**src/rtl/pipe_ctrl_pkg.sv**
```systemverilog
// Shared encodings for the pipeline controller: hold levels, FSM states and widths.
package pipe_ctrl_pkg;

    localparam int unsigned HOLD_FLAG_BUS  = 3;
    localparam int unsigned REG_ADDR_W     = 5;
    localparam int unsigned ADDR_W         = 32;
    localparam int unsigned STALL_CNT_W    = 32;
    localparam int unsigned REDIRECT_CNT_W = 16;

    typedef enum logic [HOLD_FLAG_BUS-1:0] {
        HOLD_NONE = 3'd0,
        HOLD_PC   = 3'd1,
        HOLD_IF   = 3'd2,
        HOLD_ID   = 3'd3
    } hold_e;

    typedef enum logic [1:0] {
        RUN      = 2'd0,
        FLUSH    = 2'd1,
        DIV_WAIT = 2'd2,
        INT_HOLD = 2'd3
    } state_e;

endpackage

```
**src/rtl/pipe_ctrl_hazard_detect.sv**
```systemverilog
// Load-use hazard detection between the load in EX and the source operands in ID.
module hazard_detect
    import pipe_ctrl_pkg::*;
(
    input  logic                  ex_load_i,
    input  logic                  ex_reg_we_i,
    input  logic [REG_ADDR_W-1:0] ex_rd_i,
    input  logic [REG_ADDR_W-1:0] id_rs1_i,
    input  logic [REG_ADDR_W-1:0] id_rs2_i,
    input  logic                  id_rs1_re_i,
    input  logic                  id_rs2_re_i,
    output logic                  load_use_o
);

    always_comb begin
        load_use_o = ex_load_i && ex_reg_we_i && (ex_rd_i != '0) &&
                     ((id_rs1_re_i && (id_rs1_i == ex_rd_i)) ||
                      (id_rs2_re_i && (id_rs2_i == ex_rd_i)));
    end

endmodule

```
**src/rtl/pipe_ctrl.sv**
```systemverilog
// Pipeline controller: arbitrates redirects, multi-cycle holds and load-use bubbles,
// and counts stall and redirect cycles.
module pipe_ctrl
    import pipe_ctrl_pkg::*;
(
    input  logic                      clk,
    input  logic                      rst,
    input  logic                      jump_flag_i,
    input  logic [ADDR_W-1:0]         jump_addr_i,
    input  logic                      div_start_i,
    input  logic                      div_done_i,
    input  logic                      ex_load_i,
    input  logic                      ex_reg_we_i,
    input  logic [REG_ADDR_W-1:0]     ex_rd_i,
    input  logic [REG_ADDR_W-1:0]     id_rs1_i,
    input  logic [REG_ADDR_W-1:0]     id_rs2_i,
    input  logic                      id_rs1_re_i,
    input  logic                      id_rs2_re_i,
    input  logic                      int_hold_req_i,
    input  logic                      int_assert_i,
    input  logic [ADDR_W-1:0]         int_addr_i,
    input  logic                      bus_hold_req_i,
    output logic [HOLD_FLAG_BUS-1:0]  hold_flag_o,
    output logic                      stall_pc_o,
    output logic                      stall_if_id_o,
    output logic                      stall_id_ex_o,
    output logic                      flush_if_id_o,
    output logic                      flush_id_ex_o,
    output logic                      jump_flag_o,
    output logic [ADDR_W-1:0]         jump_addr_o,
    output logic [STALL_CNT_W-1:0]    stall_cnt_o,
    output logic [REDIRECT_CNT_W-1:0] redirect_cnt_o
);

    state_e                    state_q, state_d;
    hold_e                     hold;
    logic                      load_use;
    logic                      any_stall;
    logic [STALL_CNT_W-1:0]    stall_cnt_q;
    logic [REDIRECT_CNT_W-1:0] redirect_cnt_q;

    hazard_detect u_hazard_detect (
        .ex_load_i   (ex_load_i),
        .ex_reg_we_i (ex_reg_we_i),
        .ex_rd_i     (ex_rd_i),
        .id_rs1_i    (id_rs1_i),
        .id_rs2_i    (id_rs2_i),
        .id_rs1_re_i (id_rs1_re_i),
        .id_rs2_re_i (id_rs2_re_i),
        .load_use_o  (load_use)
    );

    always_comb begin
        state_d       = state_q;
        hold          = HOLD_NONE;
        flush_if_id_o = 1'b0;
        flush_id_ex_o = 1'b0;
        jump_flag_o   = 1'b0;
        jump_addr_o   = '0;
        unique case (state_q)
            RUN: begin
                if (jump_flag_i) begin
                    jump_flag_o   = 1'b1;
                    jump_addr_o   = jump_addr_i;
                    flush_if_id_o = 1'b1;
                    flush_id_ex_o = 1'b1;
                    state_d       = FLUSH;
                end else if (int_hold_req_i) begin
                    hold    = HOLD_ID;
                    state_d = INT_HOLD;
                end else if (div_start_i) begin
                    hold    = HOLD_ID;
                    state_d = DIV_WAIT;
                end else if (load_use) begin
                    hold          = HOLD_IF;
                    flush_id_ex_o = 1'b1;
                end else if (bus_hold_req_i) begin
                    hold = HOLD_PC;
                end
            end
            FLUSH: begin
                // The wrong-path fetch already in IF/ID is squashed; a fresh jump re-enters FLUSH.
                flush_if_id_o = 1'b1;
                state_d       = RUN;
                if (jump_flag_i) begin
                    jump_flag_o   = 1'b1;
                    jump_addr_o   = jump_addr_i;
                    flush_id_ex_o = 1'b1;
                    state_d       = FLUSH;
                end
            end
            DIV_WAIT: begin
                if (div_done_i) begin
                    state_d = RUN;
                end else begin
                    hold = HOLD_ID;
                end
            end
            INT_HOLD: begin
                if (int_assert_i) begin
                    jump_flag_o   = 1'b1;
                    jump_addr_o   = int_addr_i;
                    flush_if_id_o = 1'b1;
                    flush_id_ex_o = 1'b1;
                    state_d       = FLUSH;
                end else if (!int_hold_req_i) begin
                    state_d = RUN;
                end else begin
                    hold = HOLD_ID;
                end
            end
            default: state_d = RUN;
        endcase
        // Outputs are combinational, so reset must mask them directly to act asynchronously.
        if (!rst) begin
            state_d       = RUN;
            hold          = HOLD_NONE;
            flush_if_id_o = 1'b0;
            flush_id_ex_o = 1'b0;
            jump_flag_o   = 1'b0;
            jump_addr_o   = '0;
        end
    end

    assign hold_flag_o   = hold;
    assign stall_pc_o    = (hold >= HOLD_PC);
    assign stall_if_id_o = (hold >= HOLD_IF) && !flush_if_id_o;
    assign stall_id_ex_o = (hold >= HOLD_ID) && !flush_id_ex_o;
    assign any_stall     = stall_pc_o || stall_if_id_o || stall_id_ex_o;

    always_ff @(posedge clk or negedge rst) begin
        if (!rst) begin
            state_q <= RUN;
        end else begin
            state_q <= state_d;
        end
    end

    always_ff @(posedge clk or negedge rst) begin
        if (!rst) begin
            stall_cnt_q <= '0;
        end else if (any_stall && (stall_cnt_q != '1)) begin
            stall_cnt_q <= stall_cnt_q + STALL_CNT_W'(1);
        end
    end

    always_ff @(posedge clk or negedge rst) begin
        if (!rst) begin
            redirect_cnt_q <= '0;
        end else if (jump_flag_o && (redirect_cnt_q != '1)) begin
            redirect_cnt_q <= redirect_cnt_q + REDIRECT_CNT_W'(1);
        end
    end

    assign stall_cnt_o    = stall_cnt_q;
    assign redirect_cnt_o = redirect_cnt_q;

endmodule
```
**config.mk**
```make
export PLATFORM = sky130hd
export DESIGN_NAME = pipe_ctrl
export DESIGN_NICKNAME = d
export VERILOG_FILES = /design/src/rtl/pipe_ctrl_pkg.sv /design/src/rtl/pipe_ctrl_hazard_detect.sv /design/src/rtl/pipe_ctrl.sv
export SDC_FILE = /design/constraint.sdc
export NUM_CORES = 1
export LEC_CHECK = 0
export ABC_AREA = 1
export BUFFER_PORTS_ARGS = -buffer_cell sky130_fd_sc_hd__buf_4
export CORE_MARGIN = 2
export CORE_UTILIZATION = 49
export DETAILED_ROUTE_END_ITERATION = 10
export HOLD_SLACK_MARGIN = 0.05
export PLACE_DENSITY_LB_ADDON = 0.08
export SLEW_MARGIN = 15
export SYNTH_ARGS = -nofsm -noshare
export SYNTH_HDL_FRONTEND = slang
export SYNTH_HIERARCHICAL = 1
export SYNTH_SLANG_ARGS = --single-unit
```
**constraint.sdc**
```tcl
create_clock -name clk -period 2.6 [get_ports clk]
set_clock_uncertainty 0.2 [all_clocks]
set_input_delay 0.52 -clock clk [delete_from_list [all_inputs] [get_ports clk]]
set_output_delay 0.52 -clock clk [all_outputs]
set_load 0.1 [all_outputs]
```
After elaboration in Yosys (flattened, before gate mapping)

Cells that the tools add are included.

Multiplexer cells: 35
Eq/ne operators: 10
$lt $le $gt $ge: 3
Add/sub/neg operators: 2
Reduce and logical (&&, ||, !) cells: 18

Operators by type and width:

| kind                  | number |
|---|---|
| $mux 32               | 3 |
| $pmux 32 s2           | 1 |
| $add 32x1->32 const B | 1 |
| $ne 32x32->1 const B  | 1 |
| $mux 2                | 14 |
| $add 16x1->16 const B | 1 |
| $ne 16x16->1 const B  | 1 |
| $mux 1                | 11 |
| $eq 5x5->1            | 2 |
| $logic_and 1x1->1     | 9 |
| $pmux 2 s4            | 1 |
| $ge 3x2->1 const B    | 2 |
| $pmux 1 s3            | 2 |
| $pmux 2 s3            | 1 |
| $ne 5x5->1 const B    | 1 |
| $reduce_bool 5->1     | 1 |
| $eq 2x2->1 const B    | 2 |
| $ne 4x4->1 const B    | 1 |
| $ge 3x1->1 const B    | 1 |
| $logic_or 1x1->1      | 3 |
| $mux 3                | 1 |
| $ne 3x3->1 const B    | 1 |
| $reduce_and 3->1      | 1 |
| $eq 2x1->1 const B    | 1 |
| other kinds (4)       | 5 |

Logic and storage cells: 71
Register bits: 50

Depth between registers and ports, before layout

Depth after elaboration: 15
Mapped depth: 17
Mapped depth without buffers: 16

Cells and area by module

Netlist, hierarchy kept.

Modules (own cells, without submodules):

| module        | cells an instance | area each (um^2) | sequential area each (um^2) | instances |
|---|---|---|---|---|
| pipe_ctrl     | 619               | 3851.2           | 1251.2                      | 1 |
| hazard_detect | 55                | 217.7            | 0.0                         | 1 |

Least setup slack after synthesis

OpenSTA, ideal clock, no wires.

Path type: input to output
From: input ex_rd_i[2]
To: output stall_id_ex_o
Required time: 1880 ps
Path slack: -700 ps
Path buffers: 0
Data arrival time: 2580 ps
Cell stages on the path: 11
Cells stage by stage: inv_1 nor2_1 a21oi_1 nand3_1 a21oi_1 inv_1 nand2_1 nand2_1 nand2_1 nand2_1 nor2_1

Longest elaborated chain between the ends: 12
Elaborated cells between the ends (all ways): 23
Classes of those cells: order compare: 1; eq/ne: 2; mux: 12; reduce/logical: 8

Ends and longest elaborated chain:

| item                                                 | line                                                         | text |
|---|---|---|
| start: declaration                                   | pipe_ctrl.sv:14                                              | `input logic [REG_ADDR_W-1:0] ex_rd_i,` |
| $eq 5x5->1, on equally long branches                 | pipe_ctrl_hazard_detect.sv:17, pipe_ctrl_hazard_detect.sv:18 |  |
| $logic_and 1x1->1, on equally long branches          | pipe_ctrl_hazard_detect.sv:17, pipe_ctrl_hazard_detect.sv:18 |  |
| $logic_or 1x1->1                                     | pipe_ctrl_hazard_detect.sv:17                                | `((id_rs1_re_i && (id_rs1_i == ex_rd_i)) \|\|` |
| $logic_and 1x1->1 (*)                                | pipe_ctrl_hazard_detect.sv:16                                | `load_use_o = ex_load_i && ex_reg_we_i && (ex_rd_i != '0) &&` |
| net load_use                                         | pipe_ctrl.sv:37                                              | `logic load_use;` |
| $mux 2 / $mux 1 (equally long branches)              | pipe_ctrl.sv:74                                              | `end else if (load_use) begin` |
| $mux 2 / $mux 1 (equally long branches)              | pipe_ctrl.sv:71                                              | `end else if (div_start_i) begin` |
| $mux 2 / $mux 1 (equally long branches)              | pipe_ctrl.sv:68                                              | `end else if (int_hold_req_i) begin` |
| $mux 2 / $mux 1 (equally long branches)              | pipe_ctrl.sv:62                                              | `if (jump_flag_i) begin` |
| $pmux 2 s3 / $pmux 1 s3 (equally long branches)      | pipe_ctrl.sv:60                                              | `unique case (state_q)` |
| $mux 3 / $mux 1 (equally long branches)              | pipe_ctrl.sv:115                                             | `if (!rst) begin` |
| $ge 3x2->1 / $logic_not 1->1 (equally long branches) | pipe_ctrl.sv:128                                             | `assign stall_id_ex_o = (hold >= HOLD_ID) && !flush_id_ex_o;` |
| $logic_and 1x1->1 (*)                                | pipe_ctrl.sv:128                                             |  |
| end: declaration                                     | pipe_ctrl.sv:26                                              | `output logic stall_id_ex_o,` |

Mark *: on every way through the listed nets, which the timed path passes. The rest lies on a longest branch.

Worst setup path in the final report

From: input id_rs1_i[0]
To: output stall_id_ex_o

Longest elaborated chain between the ends: 12
Elaborated cells between the ends (all ways): 19
Classes of those cells: order compare: 1; eq/ne: 1; mux: 12; reduce/logical: 5

Ends and longest elaborated chain:

| item                                                 | line                          | text |
|---|---|---|
| start: declaration                                   | pipe_ctrl.sv:15               | `input logic [REG_ADDR_W-1:0] id_rs1_i,` |
| $eq 5x5->1 (*)                                       | pipe_ctrl_hazard_detect.sv:17 |  |
| $logic_and 1x1->1 (*)                                | pipe_ctrl_hazard_detect.sv:17 |  |
| $logic_or 1x1->1 (*)                                 | pipe_ctrl_hazard_detect.sv:17 |  |
| $logic_and 1x1->1 (*)                                | pipe_ctrl_hazard_detect.sv:16 |  |
| net load_use                                         | pipe_ctrl.sv:37               |  |
| $mux 2 / $mux 1 (equally long branches)              | pipe_ctrl.sv:74               |  |
| $mux 2 / $mux 1 (equally long branches)              | pipe_ctrl.sv:71               |  |
| $mux 2 / $mux 1 (equally long branches)              | pipe_ctrl.sv:68               |  |
| $mux 2 / $mux 1 (equally long branches)              | pipe_ctrl.sv:62               |  |
| $pmux 2 s3 / $pmux 1 s3 (equally long branches)      | pipe_ctrl.sv:60               |  |
| $mux 3 / $mux 1 (equally long branches)              | pipe_ctrl.sv:115              |  |
| $ge 3x2->1 / $logic_not 1->1 (equally long branches) | pipe_ctrl.sv:128              |  |
| $logic_and 1x1->1 (*)                                | pipe_ctrl.sv:128              |  |

Marks and branches as above.

==> parameters.txt <==
Parameter                              Value

Power
  Sequential group share of total power ... 33.4%
  Total power per unit cell area ... 450.7 mW/mm²
  Leakage dissipation ... about 3.0 nW
  Switching Power ... 1.356 mW
  Clock network fraction of total power ... 17.4%
  VDD IR-drop max ... 0.6459 mV
  Combinational power share ... 49.2%
  Cell internal pwr ... 1.410 mW
  Switching share of total power ... 49.02%

Die
  Ports placed on the boundary ... 180
  Number of placement rows ... 33
  Initial standard-cell utilization of the core ... 50.02%
  Height of the die ... 95.13 µm
  Placeable core area ... 0.008134 mm²
  Die width ... roughly 95 µm
  DIE AREA ... approximately 0.009 mm²

Synthesis
  Synth Area in Compound Gates ... 7.903%
  Main combinational cell family by area after synthesis ... simple AND/OR/NAND/NOR gates
  Yosys top cell area share ... 30.75%
  Register bit total from synthesis ... 50
  Xor and xnor fraction of the mapped netlist area ... 4.951%
  Post-synthesis mux area share ... 0%
  Post-synthesis instance total ... 674
  Synthesized area ... around 0.004 mm²
  Post-synthesis share of cell area spent on full adders, half adders and majority gates ... 0.6150%
  Largest area contributor in the synthesized netlist ... sky130_fd_sc_hd__dfrtp_1
  Distinct cells, synth ... 31
  Leading post-synthesis cells by cell area ... sky130_fd_sc_hd__dfrtp_1, sky130_fd_sc_hd__nand2_1, sky130_fd_sc_hd__nor2_1
  Yosys warns ... 6
  Sequential element share of the synthesized area ... 30.75%
  Synthesized area divided by synthesized cell count ... 6.037 µm²
  Net count after synthesis ... 767
  Simple logic cell fraction of the synthesized area ... 46.65%

Placed design
  Detailed Place HPWL ... 10.59 mm
  Count of input and output buffers ... 178
  Routability-driven placement congestion ratio ... 0.9709
  Placed Cells ... approximately 960

Drt
  Remaining number of nets flagged by the antenna check after routing ... 0
  Via density ... 5.198
  Initial detailed-routing violation count ... ~280
  DRT Pass-1 Iters ... 5
  Routed vias ... 5026
  Per-cell routed wire length ... 14.37 µm
  Number of remaining DRC errors ... 0
  Total Routed Length ... ~14 mm

Clock tree
  Clock-pin slew of the registers on the worst-case setup and hold paths ... 0.11 ns
  Number of levels in the clock H-tree ... 2
  Clock Tree Buf Depth ... 2
  Insertion delay of the later-clocked pin in the worst-skew pair ... 0.32 ns
  Clk sink count ... 50
  Clk Tree Root Cell ... sky130_fd_sc_hd__clkbuf_8
  Clock tree from TritonCTS ... built
  Number of buffers created by CTS ... 5

Timing
  Peak Freq ... 370.3 MHz
  Worst slew margin relative to its limit ... 65.13%
  Final period util ... 103.9%
  Post-layout min period ... 2.700 ns
  Slew at the pin closest to its max-slew limit ... between 0.5 and 0.6 ns
  Worst Setup Slack, final ... -0.1005 ns
  Count of final max-slew check failures ... 0
  Count of endpoints failing hold in the final timing report ... 0
  Finish-stage setup viols ... 5
  RSZ-0062 raised after global routing ... yes

Finish
  Final-stage net count ... around 950
  Non-filler instance count after layout ... approximately 970
  Util after Layout ... 75.45%
  Most common cell after layout, fill and taps aside ... sky130_fd_sc_hd__nand2_1
  Highest-count cells in the layout ignoring fill and taps ... sky130_fd_sc_hd__nand2_1, sky130_fd_sc_hd__buf_4, sky130_fd_sc_hd__nor2_1
  Inserted Diodes ... 0
  Area growth syn-to-layout ... 50.83%
  Number of filler cells placed in the layout ... 665
  Share of post-route cells with drive strength above 1 ... between 30% and 40%

Worst setup path
  Worst setup path class ... input port to primary output
  Max stage delay on crit path ... 0.16 ns
  Launching element type of the critical path ... input port
  Worst Path Required ... approximately 1.9 ns
  CP endpoint kind ... primary output
  Arrival time at the worst endpoint ... 1.98 ns
  Critical path cell sequence ... buf_4 > inv_1 > nand2_1 > nand2_1 > nor2_1 > nand3_1 > a21oi_2 > inv_1 > nand2_1 > nand2_1 > nand2_1 > nand2_1 > nand2_2 > buf_6 > nor2_4 > buf_12
  Crit-path most repeated cell ... sky130_fd_sc_hd__nand2_1
  Cell with the largest stage delay on the worst path ... sky130_fd_sc_hd__a21oi_2
  Maximum fanout along the worst path ... 3

Global route
  Tot GR Track Use ... 28.86%
  Maximum number of pins on one net before global-route repair ... 39
  First-pass GRT wire length ... 21.05 mm
  Via count of the first global-routing pass ... 4409
  Antenna violations before repair ... 0
  Sum of overflow across all layers after global routing ... 0

Run status
  Failing checks ... setup timing
  Run status ... finished with violations

Hold path
  Tightest Hold Check Type ... input port to async pin

Job
  Max Cap Violations ... 0
==> logic make-up (layout without fill, tap and decap cells) <==
group,after synthesis,after routing
AO/OA/AOI/OAI,46,46
buffers and inverters,86,274
adder cells (fa/ha/maj),2,2
flip-flops,50,50
other,1,1
AND/OR/NAND/NOR,466,466
XOR/XNOR,23,23
==> metal layers <==
metal  vias up  part of all wire [%]  track usage, %
met1      2317                    41           38.24
met2       194                    50           49.24
li1       2496                     -               -
met3        19                   7.8           4.822
met5         -                     0               0
met4         0                   1.2           6.643
==> critical path, delay by kind of cell <==
kind,cells,cell delay [ns]
buffers and inverters,5,0.48
AND/OR/NAND/NOR,10,0.81
AO/OA/AOI/OAI,1,0.16
==> worst paths after layout <==
path | start | endpoint | slack [ns] | cells after the start
max | id_rs1_i[0] | stall_id_ex_o | -0.10 | 16
min | rst | stall_cnt_o[13]$_DFFE_PN0P_ | 0.11 | 2
max reg2reg | stall_cnt_o[1]$_DFFE_PN0P_ | stall_cnt_o[18]$_DFFE_PN0P_ | 0.49 | 9
min reg2reg | redirect_cnt_o[1]$_DFFE_PN0P_ | redirect_cnt_o[1]$_DFFE_PN0P_ | 0.36 | 2
max in group asynchronous | rst | stall_cnt_o[12]$_DFFE_PN0P_ | 1.16 | 3
min in group clk | rst | state_q[0]$_DFFE_PN0P_ | 0.35 | 3
==> power groups by stage <==
stage | sequential, mW | clock (mW) | combinational [mW]
global route | 0.937 | 0.523 | 1.42
floorplan | 1.36 | 0 | 0.524
CTS | 0.925 | 0.498 | 1.34
finish | 0.925 | 0.481 | 1.36
global placement | 0.935 | 0 | 1.30
detailed placement | 0.939 | 0 | 1.32
==> metrics by stage <==
| step | power (mW) | hold WS (ns) | TNS (ns) | instance area (µm²) | setup slack (ns) |
|---|---|---|---|---|---|
| 6_report | 2.766 | 0.1129 | -0.3044 | 6137 | -0.1005 |
| 5_1_grt | 2.884 | 0.1630 | -0.5267 | 6137 | -0.1494 |
| 4_1_cts | 2.759 | 0.1268 | -0.02922 | 6017 | -0.02922 |
| 3_5_place_dp | 2.258 | 0.1261 | -0.9068 | 5841 | -0.1286 |
| 3_3_place_gp | 2.232 | 0.1244 | -0.1656 | 5841 | -0.07486 |
| 2_1_floorplan | 1.881 | 0.02441 | -0.3260 | 4307 | -0.2489 |
==> cells in the mapped netlist <==
master and number:
sky130_fd_sc_hd__a211oi_1 1, sky130_fd_sc_hd__a21oi_1 3, sky130_fd_sc_hd__a21oi_2 1, sky130_fd_sc_hd__a22oi_1 32
sky130_fd_sc_hd__buf_1 3, sky130_fd_sc_hd__buf_2 6, sky130_fd_sc_hd__buf_4 2, sky130_fd_sc_hd__buf_6 4
sky130_fd_sc_hd__clkbuf_1 6, sky130_fd_sc_hd__clkinv_1 2, sky130_fd_sc_hd__conb_1 1, sky130_fd_sc_hd__dfrtp_1 50
sky130_fd_sc_hd__ha_1 2, sky130_fd_sc_hd__inv_1 58, sky130_fd_sc_hd__inv_2 5, sky130_fd_sc_hd__nand2_1 275
sky130_fd_sc_hd__nand2_2 2, sky130_fd_sc_hd__nand2_4 2, sky130_fd_sc_hd__nand3_1 61, sky130_fd_sc_hd__nand3_2 2
sky130_fd_sc_hd__nand3b_1 1, sky130_fd_sc_hd__nand3b_2 1, sky130_fd_sc_hd__nand4_1 3, sky130_fd_sc_hd__nor2_1 108
sky130_fd_sc_hd__nor2_2 2, sky130_fd_sc_hd__nor3_1 8, sky130_fd_sc_hd__nor3_2 1, sky130_fd_sc_hd__o21ai_0 7
sky130_fd_sc_hd__o31ai_1 2, sky130_fd_sc_hd__xnor2_1 12, sky130_fd_sc_hd__xor2_1 11
==> layout make-up <==
type,instances,area [µm²],share of cell area (%)
inverters,65,256.5,4.179
repair buffers,201,1652,26.91
flip-flops and latches,50,1251,20.39
clock buffers,5,68.82,1.121
clock inverters,3,22.52,0.3670
multi-input cells,538,2755,44.89
well taps,105,131.4,2.141
==> state kept, by name, indices dropped and copies added (netlist names) <==
signal and cells:
stall_cnt_o 32, redirect_cnt_o 16, state_q 2
==> what timing repair did <==
| item | 4_1_cts | 5_1_grt |
|---|---|---|
| gates resized for setup | 16 | 35 |
| hold buffers | 2 | 0 |
| buffers inserted | 0 | 2 |
| setup endpoints to repair | 10 | 37 |
| pin swaps | 1 | 15 |
| endpoints found under the hold margin | 12 | 0 |
No activity file was read; power rests on OpenSTA's default activity.
